**config.mk**
```make
export PLATFORM = sky130hd
export DESIGN_NAME = uart_fifo_flat
export DESIGN_NICKNAME = d
export VERILOG_FILES = /design/src/rtl/uart_pkg.sv /design/src/rtl/uart_fifo_if.sv /design/src/rtl/fifo_mem.sv /design/src/rtl/uart_fifo.sv /design/src/flat_wrapper.sv
export SDC_FILE = /design/constraint.sdc
export NUM_CORES = 1
export LEC_CHECK = 0
export CAP_MARGIN = 20
export CORE_UTILIZATION = 64
export DETAILED_ROUTE_END_ITERATION = 6
export PLACE_DENSITY_LB_ADDON = 0.05
export SYNTH_ARGS = -nofsm -noshare
export SYNTH_HDL_FRONTEND = slang
export SYNTH_SLANG_ARGS = --single-unit
```
**constraint.sdc**
```tcl
create_clock -name clk -period 8 [get_ports clk]
set_clock_uncertainty 0.1 [all_clocks]
set_input_delay 0.8 -clock clk [delete_from_list [all_inputs] [get_ports clk]]
set_output_delay 0.8 -clock clk [all_outputs]
set_load 0.03 [all_outputs]
```
**src/rtl/uart_pkg.sv**
```systemverilog
// Shared defaults and parameter sanity checks for the UART character FIFO.
package uart_pkg;

   localparam int DATA_BITS_DEFAULT = 8;
   localparam int FIFO_AW_DEFAULT   = 4;

   // True when the almost-full/almost-empty thresholds make sense for the depth.
   function automatic bit fifo_levels_ok(input int aw, input int af, input int ae);
      int depth;
      depth = 1 << aw;
      return (af >= 1) && (af <= depth) && (ae >= 0) && (ae < depth);
   endfunction

endpackage

```
**src/rtl/uart_fifo_if.sv**
```systemverilog
// Host-side bundle of the UART FIFO: push/pop handshake, control and status.
interface uart_fifo_if
   import uart_pkg::*;
#(
   parameter int DataBits   = DATA_BITS_DEFAULT,
   parameter int addr_width = FIFO_AW_DEFAULT
) ();

   logic                  wr;
   logic [DataBits-1:0]   w_data;
   logic                  rd;
   logic [DataBits-1:0]   r_data;
   logic                  flush;
   logic                  clr_err;
   logic                  full;
   logic                  empty;
   logic                  almost_full;
   logic                  almost_empty;
   logic [addr_width:0]   count;
   logic                  overflow;
   logic                  underflow;

   // Agent driving pushes/pops and watching status.
   modport master (
      output wr, w_data, rd, flush, clr_err,
      input  r_data, full, empty, almost_full, almost_empty, count, overflow, underflow
   );

   // The FIFO itself.
   modport slave (
      input  wr, w_data, rd, flush, clr_err,
      output r_data, full, empty, almost_full, almost_empty, count, overflow, underflow
   );

endinterface

```
**src/rtl/fifo_mem.sv**
```systemverilog
// Storage array for the FIFO: synchronous write, combinational (fall-through) read.
module fifo_mem #(
   parameter int DataBits   = 8,
   parameter int addr_width = 4
) (
   input  logic                  clk,
   input  logic                  w_en,
   input  logic [addr_width-1:0] w_addr,
   input  logic [DataBits-1:0]   w_data,
   input  logic [addr_width-1:0] r_addr,
   output logic [DataBits-1:0]   r_data
);

   localparam int DEPTH = 2 ** addr_width;

   logic [DataBits-1:0] mem [DEPTH];

   // Store the incoming word; contents are never cleared, only overwritten.
   always_ff @(posedge clk) begin
      if (w_en) begin
         mem[w_addr] <= w_data;
      end
   end

   assign r_data = mem[r_addr];

endmodule

```
**src/rtl/uart_fifo.sv**
```systemverilog
// First-word-fall-through FIFO between the UART shift engines and the host.
// Holds pointers, occupancy count, status flags and sticky error flags;
// storage lives in fifo_mem.
module uart_fifo
   import uart_pkg::*;
#(
   parameter int DataBits   = DATA_BITS_DEFAULT,
   parameter int addr_width = FIFO_AW_DEFAULT,
   parameter int AF_LEVEL   = 12,
   parameter int AE_LEVEL   = 2
) (
   input  logic         clk,
   input  logic         rst_n,
   uart_fifo_if.slave   bus
);

   localparam int DEPTH = 2 ** addr_width;
   localparam int CW    = addr_width + 1;

   if (!fifo_levels_ok(addr_width, AF_LEVEL, AE_LEVEL)) begin : g_bad_levels
      $error("uart_fifo: AF_LEVEL must be 1..DEPTH and AE_LEVEL 0..DEPTH-1");
   end

   logic [addr_width-1:0] wr_ptr;
   logic [addr_width-1:0] rd_ptr;
   logic [CW-1:0]         count;
   logic                  overflow;
   logic                  underflow;
   logic                  full;
   logic                  empty;
   logic                  wr_ok;
   logic                  rd_ok;
   logic                  ovf_set;
   logic                  unf_set;

   assign full  = (count == CW'(DEPTH));
   assign empty = (count == '0);

   // A push into a full FIFO is allowed only when a pop frees the head slot
   // in the same cycle; flush suppresses both directions.
   assign wr_ok   = bus.wr & (~full | bus.rd) & ~bus.flush;
   assign rd_ok   = bus.rd & ~empty & ~bus.flush;
   assign ovf_set = bus.wr & full & ~bus.rd & ~bus.flush;
   assign unf_set = bus.rd & empty & ~bus.flush;

   fifo_mem #(
      .DataBits   (DataBits),
      .addr_width (addr_width)
   ) u_mem (
      .clk    (clk),
      .w_en   (wr_ok & rst_n),
      .w_addr (wr_ptr),
      .w_data (bus.w_data),
      .r_addr (rd_ptr),
      .r_data (bus.r_data)
   );

   // Pointer and occupancy bookkeeping; pointers wrap naturally at DEPTH.
   always_ff @(posedge clk) begin
      if (!rst_n) begin
         wr_ptr <= '0;
         rd_ptr <= '0;
         count  <= '0;
      end else if (bus.flush) begin
         wr_ptr <= '0;
         rd_ptr <= '0;
         count  <= '0;
      end else begin
         if (wr_ok) wr_ptr <= wr_ptr + 1'b1;
         if (rd_ok) rd_ptr <= rd_ptr + 1'b1;
         count <= count + CW'(wr_ok) - CW'(rd_ok);
      end
   end

   // Sticky error flags: clr_err clears, but a fresh error in the same cycle wins.
   always_ff @(posedge clk) begin
      if (!rst_n) begin
         overflow  <= 1'b0;
         underflow <= 1'b0;
      end else begin
         overflow  <= (overflow  & ~bus.clr_err) | ovf_set;
         underflow <= (underflow & ~bus.clr_err) | unf_set;
      end
   end

   assign bus.full         = full;
   assign bus.empty        = empty;
   assign bus.almost_full  = (count >= CW'(AF_LEVEL));
   assign bus.almost_empty = (count <= CW'(AE_LEVEL));
   assign bus.count        = count;
   assign bus.overflow     = overflow;
   assign bus.underflow    = underflow;

endmodule

```
**src/flat_wrapper.sv**
```systemverilog
// flat-port wrapper written by rule: the top's interface ports become plain ports
module uart_fifo_flat import uart_pkg::*;
#(
   parameter int DataBits   = DATA_BITS_DEFAULT,
   parameter int addr_width = FIFO_AW_DEFAULT,
   parameter int AF_LEVEL   = 12,
   parameter int AE_LEVEL   = 2
)
  (clk, rst_n, bus_wr, bus_w_data, bus_rd, bus_flush, bus_clr_err, bus_r_data, bus_full, bus_empty, bus_almost_full, bus_almost_empty, bus_count, bus_overflow, bus_underflow);
  uart_fifo_if #(.DataBits(DataBits), .addr_width(addr_width)) bus_i ();
  input  logic clk;
  input  logic rst_n;
  input wire logic [$bits(bus_i.wr)-1:0] bus_wr;
  input wire logic [$bits(bus_i.w_data)-1:0] bus_w_data;
  input wire logic [$bits(bus_i.rd)-1:0] bus_rd;
  input wire logic [$bits(bus_i.flush)-1:0] bus_flush;
  input wire logic [$bits(bus_i.clr_err)-1:0] bus_clr_err;
  output wire logic [$bits(bus_i.r_data)-1:0] bus_r_data;
  output wire logic [$bits(bus_i.full)-1:0] bus_full;
  output wire logic [$bits(bus_i.empty)-1:0] bus_empty;
  output wire logic [$bits(bus_i.almost_full)-1:0] bus_almost_full;
  output wire logic [$bits(bus_i.almost_empty)-1:0] bus_almost_empty;
  output wire logic [$bits(bus_i.count)-1:0] bus_count;
  output wire logic [$bits(bus_i.overflow)-1:0] bus_overflow;
  output wire logic [$bits(bus_i.underflow)-1:0] bus_underflow;
  assign bus_i.wr = bus_wr;
  assign bus_i.w_data = bus_w_data;
  assign bus_i.rd = bus_rd;
  assign bus_i.flush = bus_flush;
  assign bus_i.clr_err = bus_clr_err;
  assign bus_r_data = bus_i.r_data;
  assign bus_full = bus_i.full;
  assign bus_empty = bus_i.empty;
  assign bus_almost_full = bus_i.almost_full;
  assign bus_almost_empty = bus_i.almost_empty;
  assign bus_count = bus_i.count;
  assign bus_overflow = bus_i.overflow;
  assign bus_underflow = bus_i.underflow;
  uart_fifo #(.DataBits(DataBits), .addr_width(addr_width), .AF_LEVEL(AF_LEVEL), .AE_LEVEL(AE_LEVEL)) u_core (.clk(clk), .rst_n(rst_n), .bus(bus_i));
endmodule
```
# After elaboration in Yosys (flattened, before gate mapping)
# Memories as Yosys holds them, arrays and structs flattened. A register that Yosys moved wholly into a read port is not among the register bits.
# Index checks and enable logic that the tools add are counted.
dict set report classes {
  n_addsub 4
  div_mod_pow 0
  n_lt_le_gt_ge 2
  n_bitwise 21
  mux 4
  n_reduce_logical 2
  shift 0
  multipliers 0
  n_eq_ne 1
}
# operator count
set ops {}
lappend ops {{AND 1 bit} 12}
lappend ops {{adder 4 x 1 -> 4 bit, second input constant} 2}
lappend ops {{two-way mux 4 bit} 2}
lappend ops {{NOT 1 bit} 6}
lappend ops {{adder 5 x 1 -> 5 bit} 1}
lappend ops {{== test 5 bit, second input constant} 1}
lappend ops {{greater-or-equal comparator 5 x 4 -> 1 bit, second input constant} 1}
lappend ops {{<= comparator 5 x 2 -> 1 bit, second input constant} 1}
lappend ops {{zero test 5 bit} 1}
lappend ops {{subtractor 5 x 1 -> 5 bit} 1}
lappend ops {{bitwise OR 1 bit} 3}
lappend ops {{two-way mux 1 bit} 2}
lappend ops {{OR reduction 2 bit} 1}
dict set report word_totals {
  ram_bits 128
  latchBits 0
  out_inout_bits 19
  rom_bits 0
  memories 1
  input_bits 14
  reg_bits 15
}
# name words word_bits read_ports rd_clocked_by_memory_dff write_ports line
set memory_table {}
lappend memory_table {u_core.u_mem.mem 16 8 1 1 1 fifo_mem.sv:16} ;# logic [DataBits-1:0] mem [DEPTH];

# Longest topological paths before layout
# Gate-level depths: netlist (run 1).
dict set report depth {
  ltp_word 8
  depth_mapped 11
  depth_no_buf 11
}

# Modules after synthesis
# Synthesis (run 1) repeated with hierarchy kept, for this count alone.
dict set report hier_totals {
  cells_unflattened 316
  area_unflattened_um2 5869.4
}
# mod area_each_um2 instances seq_area_each_um2 cells_each
set by_module_without_submodules {}
lappend by_module_without_submodules {fifo_mem 4987.3 1 3843.7 221}
lappend by_module_without_submodules {uart_fifo 882.1 1 300.3 95}

# Worst setup path before layout (run 1)
# No wires, ideal clock.
dict set report synth_timing {
  path_kind {register -> register}
  from {reg u_core.count[2] (netlist: u_core.bus.count[2])}
  to {reg u_core.count[4] (netlist: u_core.bus.count[4])}
  setup_ns 0.070
  required_ns 7.830
  t_arrival_ns 2.810
  slack_ns 5.020
  path_stages_with_launch 12
  path_cell_list {dfxtp_1 > inv_1 > ha_1 > nor4b_4 > or3_1 > nand2_1 > ha_1 > fa_1 > nand2b_1 > a21oi_1 > or3_1 > a21oi_1}
}
# item line
set synth_lines {}
lappend synth_lines {{start, declared} uart_fifo.sv:26} ;# logic [CW-1:0] count;
lappend synth_lines {{start signal, assigned} uart_fifo.sv:71} ;# count <= count + CW'(wr_ok) - CW'(rd_ok);
lappend synth_lines {{zero test 5 bit} uart_fifo.sv:37} ;# assign empty = (count == '0);
lappend synth_lines {{net bus_empty} flat_wrapper.sv:20} ;# output wire logic [$bits(bus_i.empty)-1:0] bus_empty;
lappend synth_lines {{NOT 1 bit} uart_fifo.sv:42} ;# assign rd_ok = bus.rd & ~empty & ~bus.flush;
lappend synth_lines {{AND 1 bit (2 in a row)} uart_fifo.sv:42}
lappend synth_lines {{subtractor 5 x 1 -> 5 bit} uart_fifo.sv:71}
# The timed path passes the listed nets, and every way through them passes these cells.
# A chain may end at the register's enable or synchronous reset.

==> results of run 1 <==
[flip-flops by register name (all words and copies together), names as in the netlist, named ones only]
signal,flops
u_core.bus.count,5
u_core.bus.overflow,1
u_core.bus.underflow,1
u_core.rd_ptr,4
u_core.u_mem.mem,128
u_core.wr_ptr,4
[cells by family (layout without fill, tap and decap cells)]
group                    count (synthesis)  in the layout
XOR/XNOR                                 8              8
flip-flops                             147            147
AND/OR/NAND/NOR                         75             75
AO/OA/AOI/OAI                           32             32
buffers and inverters                   25             76
multiplexers                            32             32
adder cells (fa/ha/maj)                 15             15
[synthesized netlist by cell type (3+ instances only)]
| cell type | count |
|---|---|
| sky130_fd_sc_hd__edfxtp_1 | 128 |
| sky130_fd_sc_hd__nor2_1 | 30 |
| sky130_fd_sc_hd__dfxtp_1 | 19 |
| sky130_fd_sc_hd__mux4_2 | 18 |
| sky130_fd_sc_hd__a22oi_1 | 16 |
| sky130_fd_sc_hd__nand2_1 | 16 |
| sky130_fd_sc_hd__ha_1 | 14 |
| sky130_fd_sc_hd__mux4_1 | 14 |
| sky130_fd_sc_hd__inv_1 | 12 |
| sky130_fd_sc_hd__nand3_1 | 7 |
| sky130_fd_sc_hd__a21oi_1 | 6 |
| sky130_fd_sc_hd__o21ai_0 | 5 |
| sky130_fd_sc_hd__nor2b_1 | 4 |
| sky130_fd_sc_hd__xnor2_1 | 4 |
| sky130_fd_sc_hd__xor2_1 | 4 |
| sky130_fd_sc_hd__and2_1 | 3 |
| sky130_fd_sc_hd__buf_6 | 3 |
| sky130_fd_sc_hd__clkbuf_1 | 3 |
| sky130_fd_sc_hd__clkdlybuf4s25_2 | 3 |
| sky130_fd_sc_hd__nand2b_1 | 3 |
| sky130_fd_sc_hd__or3_1 | 3 |
[path summary, 6_finish.rpt]
kind | startpoint | endpoint | cells after the start
max reg2reg | u_core.bus.count[2]$_SDFF_PP0_ | u_core.bus.count[4]$_SDFF_PP0_ | 11
min | u_core.wr_ptr[1]$_SDFFE_PP0N_ | u_core.wr_ptr[1]$_SDFFE_PP0N_ | 2
min reg2reg | u_core.wr_ptr[1]$_SDFFE_PP0N_ | u_core.wr_ptr[1]$_SDFFE_PP0N_ | 2
max | flip-flop | bus_r_data[7] | 4
[metal layers]
| layer | wire, um | track usage, % | share of wire (%) |
|---|---|---|---|
| met2 | 5976 | 42.28 | 50 |
| met3 | 743 | 5.887 | 6.3 |
| met4 | 158 | 8.266 | 1.3 |
| met5 | 0 | 0 | 0 |
| met1 | 4961 | 36.24 | 42 |
[per-stage QoR]
step	hold slack, ps	utilization [%]	instance area [um^2]	setup WS, ps
floorplan	376.9	-	6008	5020
global placement	397.7	71.64	6370	4418
detailed placement	404.7	71.64	6370	4355
CTS	425.9	78.60	6988	3852
global route	459.3	78.60	6988	3672
finish	418.4	78.60	6988	3883
[cell usage in the layout (no fill, tap or decap), drive strengths merged]
cell           instances
nor3b                  1
inv                   17
clkbuf                18
nor3                   1
nand3                  7
and3                   2
and2b                  1
nor2                  30
nand2b                 3
fa                     1
clkinv                 3
edfxtp               128
a21oi                  6
xor2                   4
o41ai                  1
o2bb2ai                1
nand4bb                1
nand3b                 1
nand2                 16
a22oi                 16
bufinv                 4
o2111ai                1
ha                    14
dfxtp                 19
clkdlybuf4s50         32
and2                   3
nor4b                  1
mux4                  32
or2                    1
o211ai                 1
clkinvlp               2
nor2b                  4
xnor2                  4
or3                    3
a32oi                  1
o21ai                  5
[final cells by class]
cell class	instances	area [um^2]	share of cell area, %
Sequential cell	147	4227	60.48
Multi-Input combinational cell	162	1643	23.51
Clock buffer	18	417.9	5.980
Timing Repair Buffer	32	320.3	4.584
Clock inverter	14	200.2	2.865
Tap cell	108	135.1	1.934
Inverter	12	45.04	0.6446
[worst max-delay path, cell delays in order, from the launching register on]
cell and delay (ps):
sky130_fd_sc_hd__dfxtp_2 1000, sky130_fd_sc_hd__mux4_1 730, sky130_fd_sc_hd__a22oi_1 220, sky130_fd_sc_hd__nand2_1 110, sky130_fd_sc_hd__clkdlybuf4s50_1 610
[report_power, final]
group | total (mW) | switching, mW | internal (mW)
Clock | 0.825 | 0.313 | 0.511
Combinational | 0.134 | 0.0761 | 0.0583
Sequential | 0.849 | 0.00991 | 0.839
Total | 1.81 | 0.399 | 1.41
==> flow_summary.toml, run 1 <==
[detailed_routing]
pre_repair_dr_iteration_count = 5
drtAntennaViolNets = 0
drcViolationCount = 0
routed-via-count = 3175
drt-total-wl_um = 11840
avgViaCountPerCell = 6.440
route.detailed.wl_per_inst_um = 24.01
initialDrtViolationCount = 251

[clocking]
clock_tree_from_tritoncts = "built"
numCtsBuffers = 17
cts_hold_repair.buffers = 0
cts.sink_count = 147
postCtsSetupRepairBufs = 0
cts_buffer_depth = 2
ctsRootBufferMaster = "sky130_fd_sc_hd__clkbuf_8"
clkSlewWorstSetupHoldPaths_ps = 60
cts-htree-levels = 4
post_cts_gate_resize_count = 0
clock_insertion_delay_at_the_later_pin_of_the_skew_report_ps = 510

[timing]
hold_violations = 0
timing.final.crit_period_ps = 4117
achievable-frequency_mhz = 242.9
min_period_over_period_pct = 51.46
finalSetupViolCount = 0
totalNegativeSetupSlack_ps = 0
slew_headroom_pct = 31.50
tightestPinTransition_ps = 1028
max_slew_violation_count = 0
rsz0062_at_grt = "no"

[final_layout]
flow.area_growth_from_synthesis_pct = 16.31
finalNetCount = 401
final_layout_size_suffix_gt1_share_pct = 13.77
antenna_cells = 0
fillCellCount = 485
final_cells = 493

[yosys]
synthesis.area_per_instance_um2 = 17.99
synth_mux_area_share_pct = 12.87
synth_compound_gate_area_share_pct = 3.623
synthesis.area_um2 = 6008
synth_top_cells_by_area = "sky130_fd_sc_hd__edfxtp_1 (64%), sky130_fd_sc_hd__mux4_2 (6.7%), sky130_fd_sc_hd__dfxtp_1 (6.3%)"
dominantRegCellSynth = "sky130_fd_sc_hd__edfxtp_1"
synth_fp_nets = 363
synth_largest_type_area_fraction_pct = 63.97
distinct_cell_type_count_after_synthesis = 38
yosys.area.top_type = "sky130_fd_sc_hd__edfxtp_1"
synth_seq_cells = 147
synth_simple_gate_area_share_pct = 6.435
synth-edff-count = 128
yosys.area_share.adder_pct = 3.249
synth_top_family_by_area = "multiplexers"
synth-async-reset-ratio_pct = 0
netlist_instances = 334
synthesis.yosys.warnings = 0
synthXorXnorAreaFrac_pct = 1.166
synth_sequential_area_ratio_pct = 70.30

[die]
chipWidth_um = 98.89
initial_core_util_pct = 67.58
dieArea_um2 = 9779
num_rows = 34
core_um2 = 8891
io-pin-count = 33
floorplan.die.height_um = 98.89

[worst_setup_path]
end_kind = "primary output"
setup.reg_to_reg.worst_slack_ps = 5170
setup.worst_path.class = "flip-flop to primary output"
critPathMaxFanout = 32
worstSetupStartpointType = "flip-flop"
worstPathArrival_ps = 3220
worst_ep_required_time_ps = 7100

[global_route]
grt_max_degree = 33
antenna_found_initial = 0
first_global_vias = 3231
grt_first_pass_wirelength_um = 17920
overflow = 0
grt.total_usage_pct = 26.20

[power]
leakage_nw = 2.308
power_density_nw_per_um2 = 258.7
power_mw = 1.808
ir_drop_mv = 0.2160

[placement]
dp_hpwl_um = 7026
placed_cells = 461
portBuffers = 32
gp_routability_congestion = 0.8002

[job]
maxCapViolCount = 0

[status]
outcome = "completed"

[min_path]
worstHoldPathType = "flip-flop to flip-flop"
(Power assumes the default switching activity.)
==> run 2, diff against run 1 <==
Settings changed: CORE_UTILIZATION 64 to 59.
Clock period 8 ns to 3.84 ns, I/O delays scaled along.
==> run 2 against run 1 <==
Count of clock-buffer cells in the layout fell by 1; clock power is 95% higher; first-iteration DRC count down 23%; hold slack worse by 4.7 ps; core utilization fell by 6.8 points; critical path type unchanged; via count is 4.4% lower; combinational power grew 120%; worst setup slack got worse by 3300 ps.
==> flow_summary.toml, run 2 (synthesized netlist as in run 1, its figures left out) <==
[worst_setup_path]
setup.reg_to_reg.worst_slack_ps = 940
worstSetupStartpointType = "flip-flop"
setup.worst_path.class = "flip-flop to primary output"
worst_r2r_endpoint = "u_core.bus.count[4]$_SDFF_PP0_"
cp-endpoint = "bus_r_data[2]"
critPathMaxFanout = 28
r2r_start = "u_core.bus.count[2]$_SDFF_PP0_"
worstPathArrival_ps = 2810
end_kind = "primary output"
worst_ep_required_time_ps = 3360
worst-r2r-cell-count = 11

[detailed_routing]
drcViolationCount = 0
drt-total-wl_um = 11140
avgViaCountPerCell = 5.783
initialDrtViolationCount = 193
drtAntennaViolNets = 0
pre_repair_dr_iteration_count = 4
routed-via-count = 3036
route.detailed.wl_per_inst_um = 21.22

[timing]
min_period_over_period_pct = 85.88
rsz0062_at_grt = "no"
slew_headroom_pct = 38.37
totalNegativeSetupSlack_ps = 0
achievable-frequency_mhz = 303.2
timing.final.crit_period_ps = 3298
tightestPinTransition_ps = 921.1
hold_violations = 0
finalSetupViolCount = 0
max_slew_violation_count = 0

[power]
power_density_nw_per_um2 = 519.3
ir_drop_mv = 0.3251
clock_power_share_pct = 44.0
net-switching-power_mw = 0.8468
pwr-share-seq_pct = 48.1
leakage_nw = 2.336
p_comb_share_pct = 7.9
cellInternalPower_mw = 2.815
power.share.switching_pct = 23.12

[global_route]
grt.total_usage_pct = 23.03
globalRouteMet3Util_pct = 5.424
grt_first_pass_wirelength_um = 16720
gr-usage-met2_pct = 35.49
antenna_found_initial = 0
use_met1_pct = 32.77
grt_max_degree = 33
first_global_vias = 3056
busiest_layer = "met2"
overflow = 0

[clocking]
post_cts_gate_resize_count = 0
clkSlewWorstSetupHoldPaths_ps = 60
ctsRootBufferMaster = "sky130_fd_sc_hd__clkbuf_8"
clock_insertion_delay_at_the_later_pin_of_the_skew_report_ps = 500
numCtsBuffers = 17
cts_hold_repair.buffers = 0
clock_tree_from_tritoncts = "built"
cts.sink_count = 147
cts-htree-levels = 4
postCtsSetupRepairBufs = 0
cts_buffer_depth = 2

[die]
core_um2 = 9819
initial_core_util_pct = 61.19
num_rows = 36
chipWidth_um = 102.9
io-pin-count = 33
dieArea_um2 = 10590
floorplan.die.height_um = 102.9

[placement]
gp_routability_congestion = 0.7645
portBuffers = 32
dp_hpwl_um = 7093
placed_cells = 493

[min_path]
worstHoldPathType = "flip-flop to flip-flop"
worst_hold_startpoint = "u_core.wr_ptr[1]$_SDFFE_PP0N_"

[final_layout]
most-common-layout-cells = "sky130_fd_sc_hd__edfxtp_1 (128), sky130_fd_sc_hd__clkdlybuf4s50_1 (32), sky130_fd_sc_hd__nor2_1 (30)"
antenna_cells = 0
finalNetCount = 408
number_of_flip_flops_under_the_largest_register_name = 128
fillCellCount = 637
largest_register = "u_core.u_mem.mem"
final_layout_size_suffix_gt1_share_pct = 15.56
multi_input_area_um2 = 1643
layout.area.seq_um2 = 4225
layout.cells.most_common = "sky130_fd_sc_hd__edfxtp_1"
largest_registers = "u_core.u_mem.mem x128, u_core.bus.count x5"
final_cells = 525
flow.area_growth_from_synthesis_pct = 17.37

[job]
maxCapViolCount = 0

[status]
outcome = "completed"
## run 2: cell count changes in the layout (fill, tap and decap cells not counted), moves of 2 or more
cell / previous run / this run
sky130_fd_sc_hd__bufinv_16: 4 / 2
sky130_fd_sc_hd__inv_8: 0 / 4
sky130_fd_sc_hd__buf_4: 0 / 6
sky130_fd_sc_hd__inv_6: 5 / 2
sky130_fd_sc_hd__clkinv_2: 0 / 2
## run 2: power by group through the flow
stage / Sequential [mW] / Combinational, mW / Clock [mW]
2_1_floorplan: 1.81 / 0.166 / 0
6_report: 1.76 / 0.289 / 1.61
3_3_place_gp: 1.80 / 0.284 / 0
5_1_grt: 1.76 / 0.315 / 1.69
3_5_place_dp: 1.80 / 0.290 / 0
4_1_cts: 1.76 / 0.292 / 1.62
## run 2: layout make-up
cell class / count / share of cell area [%]
sequential: 147 / 59.92
multi-input combinational: 162 / 23.30
clock buffer: 17 / 5.873
timing repair buffer: 39 / 5.465
clock inverter: 15 / 2.449
tap: 133 / 2.360
inverter: 12 / 0.6388
## run 2: worst max-delay path: stages, from the launching register on
cell                              delay [ps]
sky130_fd_sc_hd__dfxtp_2                 440
sky130_fd_sc_hd__buf_12                  260
sky130_fd_sc_hd__mux4_1                  590
sky130_fd_sc_hd__a22oi_1                 280
sky130_fd_sc_hd__nand2_1                 120
sky130_fd_sc_hd__clkdlybuf4s50_1         600
## run 2: worst min path at each step
stage	end	slack [ps]	depth (start not counted)
after global placement	u_core.bus.underflow$_SDFF_PN0_	390	2
after detailed placement	u_core.wr_ptr[1]$_SDFFE_PP0N_	400	2
after CTS	u_core.wr_ptr[1]$_SDFFE_PP0N_	410	2
after floorplan	u_core.wr_ptr[1]$_SDFFE_PP0N_	380	2
final	u_core.wr_ptr[1]$_SDFFE_PP0N_	410	2
after global routing	u_core.wr_ptr[1]$_SDFFE_PP0N_	440	2
## run 2: metrics by stage
step / power (mW) / area [um^2] / utilization, % / setup slack, ps / hold WS [ps]
6_report: 3.662 / 7052 / 71.81 / 542.1 / 413.7
5_1_grt: 3.768 / 7052 / 71.81 / 404.5 / 437.4
4_1_cts: 3.679 / 7052 / 71.81 / 499.3 / 412.4
3_5_place_dp: 2.086 / 6465 / 65.84 / 922.6 / 403.2
3_3_place_gp: 2.079 / 6465 / 65.84 / 998.6 / 390.9
2_1_floorplan: 1.973 / 6008 / - / 860.4 / 376.9
## run 2: routing by layer
layer,vias up,part of all wire [%]
met5,-,0
met4,0,1.0
met3,7,6.2
met2,87,48
met1,1528,45
li1,1414,-
==> run 3, diff against run 2 <==
Settings changed: ABC_AREA from default to 1, CORE_UTILIZATION 59 to 60.
==> run 3 against run 2 <==
Register-to-register slack improved by 300 ps; via count increased by 48%; final cell count increased by 64%; first-iteration DRC count increased by 44%; count of clock-buffer cells in the layout increased by 5; final area increased by 7.5%; hold slack got worse by 44 ps; total power decreased by 0.94%; clock power decreased by 2%; sequential share of layout area decreased by 4.2 points; sequential power about the same.
==> flow_summary.toml, run 3 <==
[yosys]
yosys.area.top_type = "sky130_fd_sc_hd__edfxtp_1"
synthesis.area_per_instance_um2 = 9.803
synth_fp_nets = 708
synth_most_common_cell = "sky130_fd_sc_hd__nand2_1"
synth_largest_type_area_fraction_pct = 57.74
synth-async-reset-ratio_pct = 0
distinct_cell_type_count_after_synthesis = 24
synth_common_cells = "sky130_fd_sc_hd__nand2_1 (196), sky130_fd_sc_hd__edfxtp_1 (128), sky130_fd_sc_hd__inv_1 (118), sky130_fd_sc_hd__nand3_1 (105), sky130_fd_sc_hd__nor2_1 (36)"
netlist_instances = 679
synthesis.yosys.warnings = 0
synth_sequential_area_ratio_pct = 63.46
synth_seq_cells = 147
synth-edff-count = 128
synth_top_cells_by_area = "sky130_fd_sc_hd__edfxtp_1 (58%), sky130_fd_sc_hd__nand2_1 (11%), sky130_fd_sc_hd__nand3_1 (7.9%)"
synthesis.area_um2 = 6656
dominantRegCellSynth = "sky130_fd_sc_hd__edfxtp_1"

[power]
leakage_nw = 3.181
power_density_nw_per_um2 = 478.6
ir_drop_mv = 0.2793

[clocking]
cts_hold_repair.buffers = 0
clkSlewWorstSetupHoldPaths_ps = 60
clock_insertion_delay_at_the_later_pin_of_the_skew_report_ps = 520
post_cts_gate_resize_count = 0
cts-htree-levels = 4
numCtsBuffers = 17
ctsRootBufferMaster = "sky130_fd_sc_hd__clkbuf_8"
postCtsSetupRepairBufs = 0
cts_buffer_depth = 2
cts.sink_count = 147
clock_tree_from_tritoncts = "built"

[worst_setup_path]
worstSetupStartpointType = "flip-flop"
worst_ep_required_time_ps = 3360
critPathMaxFanout = 34
end_kind = "primary output"
setup.worst_path.class = "flip-flop to primary output"
worstPathArrival_ps = 2750

[job]
maxCapViolCount = 0

[placement]
dp_hpwl_um = 8743
placed_cells = 831
portBuffers = 32
gp_routability_congestion = 0.8486
post_dp_cell_area_um2 = 7017

[timing]
rsz0062_at_grt = "no"
timing.final.crit_period_ps = 3238
max_slew_violation_count = 0
min_period_over_period_pct = 84.31
slew_headroom_pct = 39.42
totalNegativeSetupSlack_ps = 0
finalHoldWorstSlack_ps = 369.3
tightestPinTransition_ps = 905.4
finalSetupViolCount = 0
hold_violations = 0
achievable-frequency_mhz = 308.9

[die]
dieArea_um2 = 11520
io-pin-count = 33
chipWidth_um = 107.3
floorplan.die.height_um = 107.3
core_um2 = 10840
initial_core_util_pct = 61.40
num_rows = 38

[status]
outcome = "completed"

[global_route]
first_global_vias = 4474
grt_max_degree = 65
grt.total_usage_pct = 26.20
antenna_found_initial = 0
overflow = 0
grt_first_pass_wirelength_um = 22140

[final_layout]
layout.cells.most_common = "sky130_fd_sc_hd__nand2_1"
number_of_flip_flops_under_the_largest_register_name = 128
stdcell_area_um2 = 7579
finalNetCount = 739
flow.area_growth_from_synthesis_pct = 13.85
fin_util_pct = 69.91
largest_register = "u_core.u_mem.mem"
most-common-layout-cells = "sky130_fd_sc_hd__nand2_1 (196), sky130_fd_sc_hd__edfxtp_1 (128), sky130_fd_sc_hd__inv_1 (118)"
largest_registers = "u_core.u_mem.mem x128, u_core.bus.count x5"
final_layout_size_suffix_gt1_share_pct = 7.054
antenna_cells = 0
final_cells = 863

[detailed_routing]
drtAntennaViolNets = 0
avgViaCountPerCell = 5.220
drt-total-wl_um = 13710
pre_repair_dr_iteration_count = 7
drcViolationCount = 0
route.detailed.wl_per_inst_um = 15.89
routed-via-count = 4505
initialDrtViolationCount = 277

[min_path]
worstHoldPathType = "flip-flop to flip-flop"
-- run 3: cell families after synthesis --
group,after synthesis,synth area share (%)
adders and majority gates,15,2.932
DFF,147,63.46
AOI/OAI and AO/OA,16,1.203
and+or+nand+nor,350,22.46
buffers and inverters,148,9.549
xor gates and xnor gates,3,0.3948
-- run 3: final cells by class --
class / count / area (um^2)
sequential: 147 / 4225
fill: 820 / 3262
multi-input combinational: 384 / 1797
inverter: 123 / 461.7
clock buffer: 22 / 452.9
timing repair buffer: 37 / 357.8
tap: 140 / 175.2
clock inverter: 10 / 108.9
-- run 3: report_power, final --
group,internal (mW),switching [mW]
Clock,0.955,0.615
Sequential,1.75,0.0107
Combinational,0.105,0.194
-- run 3: layer usage --
layer	global-route usage, %	vias to the layer above	wire length [um]
li1	-	2229	-
met5	0	-	0
met3	6.174	27	797
met1	33.89	2112	5978
met2	42.30	137	6579
met4	11.64	0	358
-- run 3: worst paths after layout --
check / start / endpoint / slack, ps / cells after the start
worst max-delay path: flip-flop / bus_r_data[2] / 600 / 9
worst min register to register: u_core.bus.overflow$_SDFF_PN0_ / u_core.bus.overflow$_SDFF_PN0_ / 370 / 2
worst max register to register: u_core.bus.count[2]$_SDFF_PP0_ / u_core.bus.count[4]$_SDFF_PP0_ / 1240 / 15
worst min-delay path: u_core.bus.overflow$_SDFF_PN0_ / u_core.bus.overflow$_SDFF_PN0_ / 370 / 2
-- run 3: metrics by stage --
step                setup WS, ps  power, mW
floorplan                   1388      1.979
CTS                        588.9      3.644
global placement            1135      2.084
detailed placement          1043      2.091
global route               445.5      3.736
finish                     602.3      3.627
-- run 3: critical path: stages, from the launching register on --
cell and delay [ps]:
sky130_fd_sc_hd__dfxtp_2 320, sky130_fd_sc_hd__inv_2 440, sky130_fd_sc_hd__buf_4 330, sky130_fd_sc_hd__nand2_1 80, sky130_fd_sc_hd__nand2_1 70, sky130_fd_sc_hd__nand2_1 50
sky130_fd_sc_hd__nand3_1 70, sky130_fd_sc_hd__nand3_1 80, sky130_fd_sc_hd__nand2_1 110, sky130_fd_sc_hd__clkdlybuf4s50_1 670
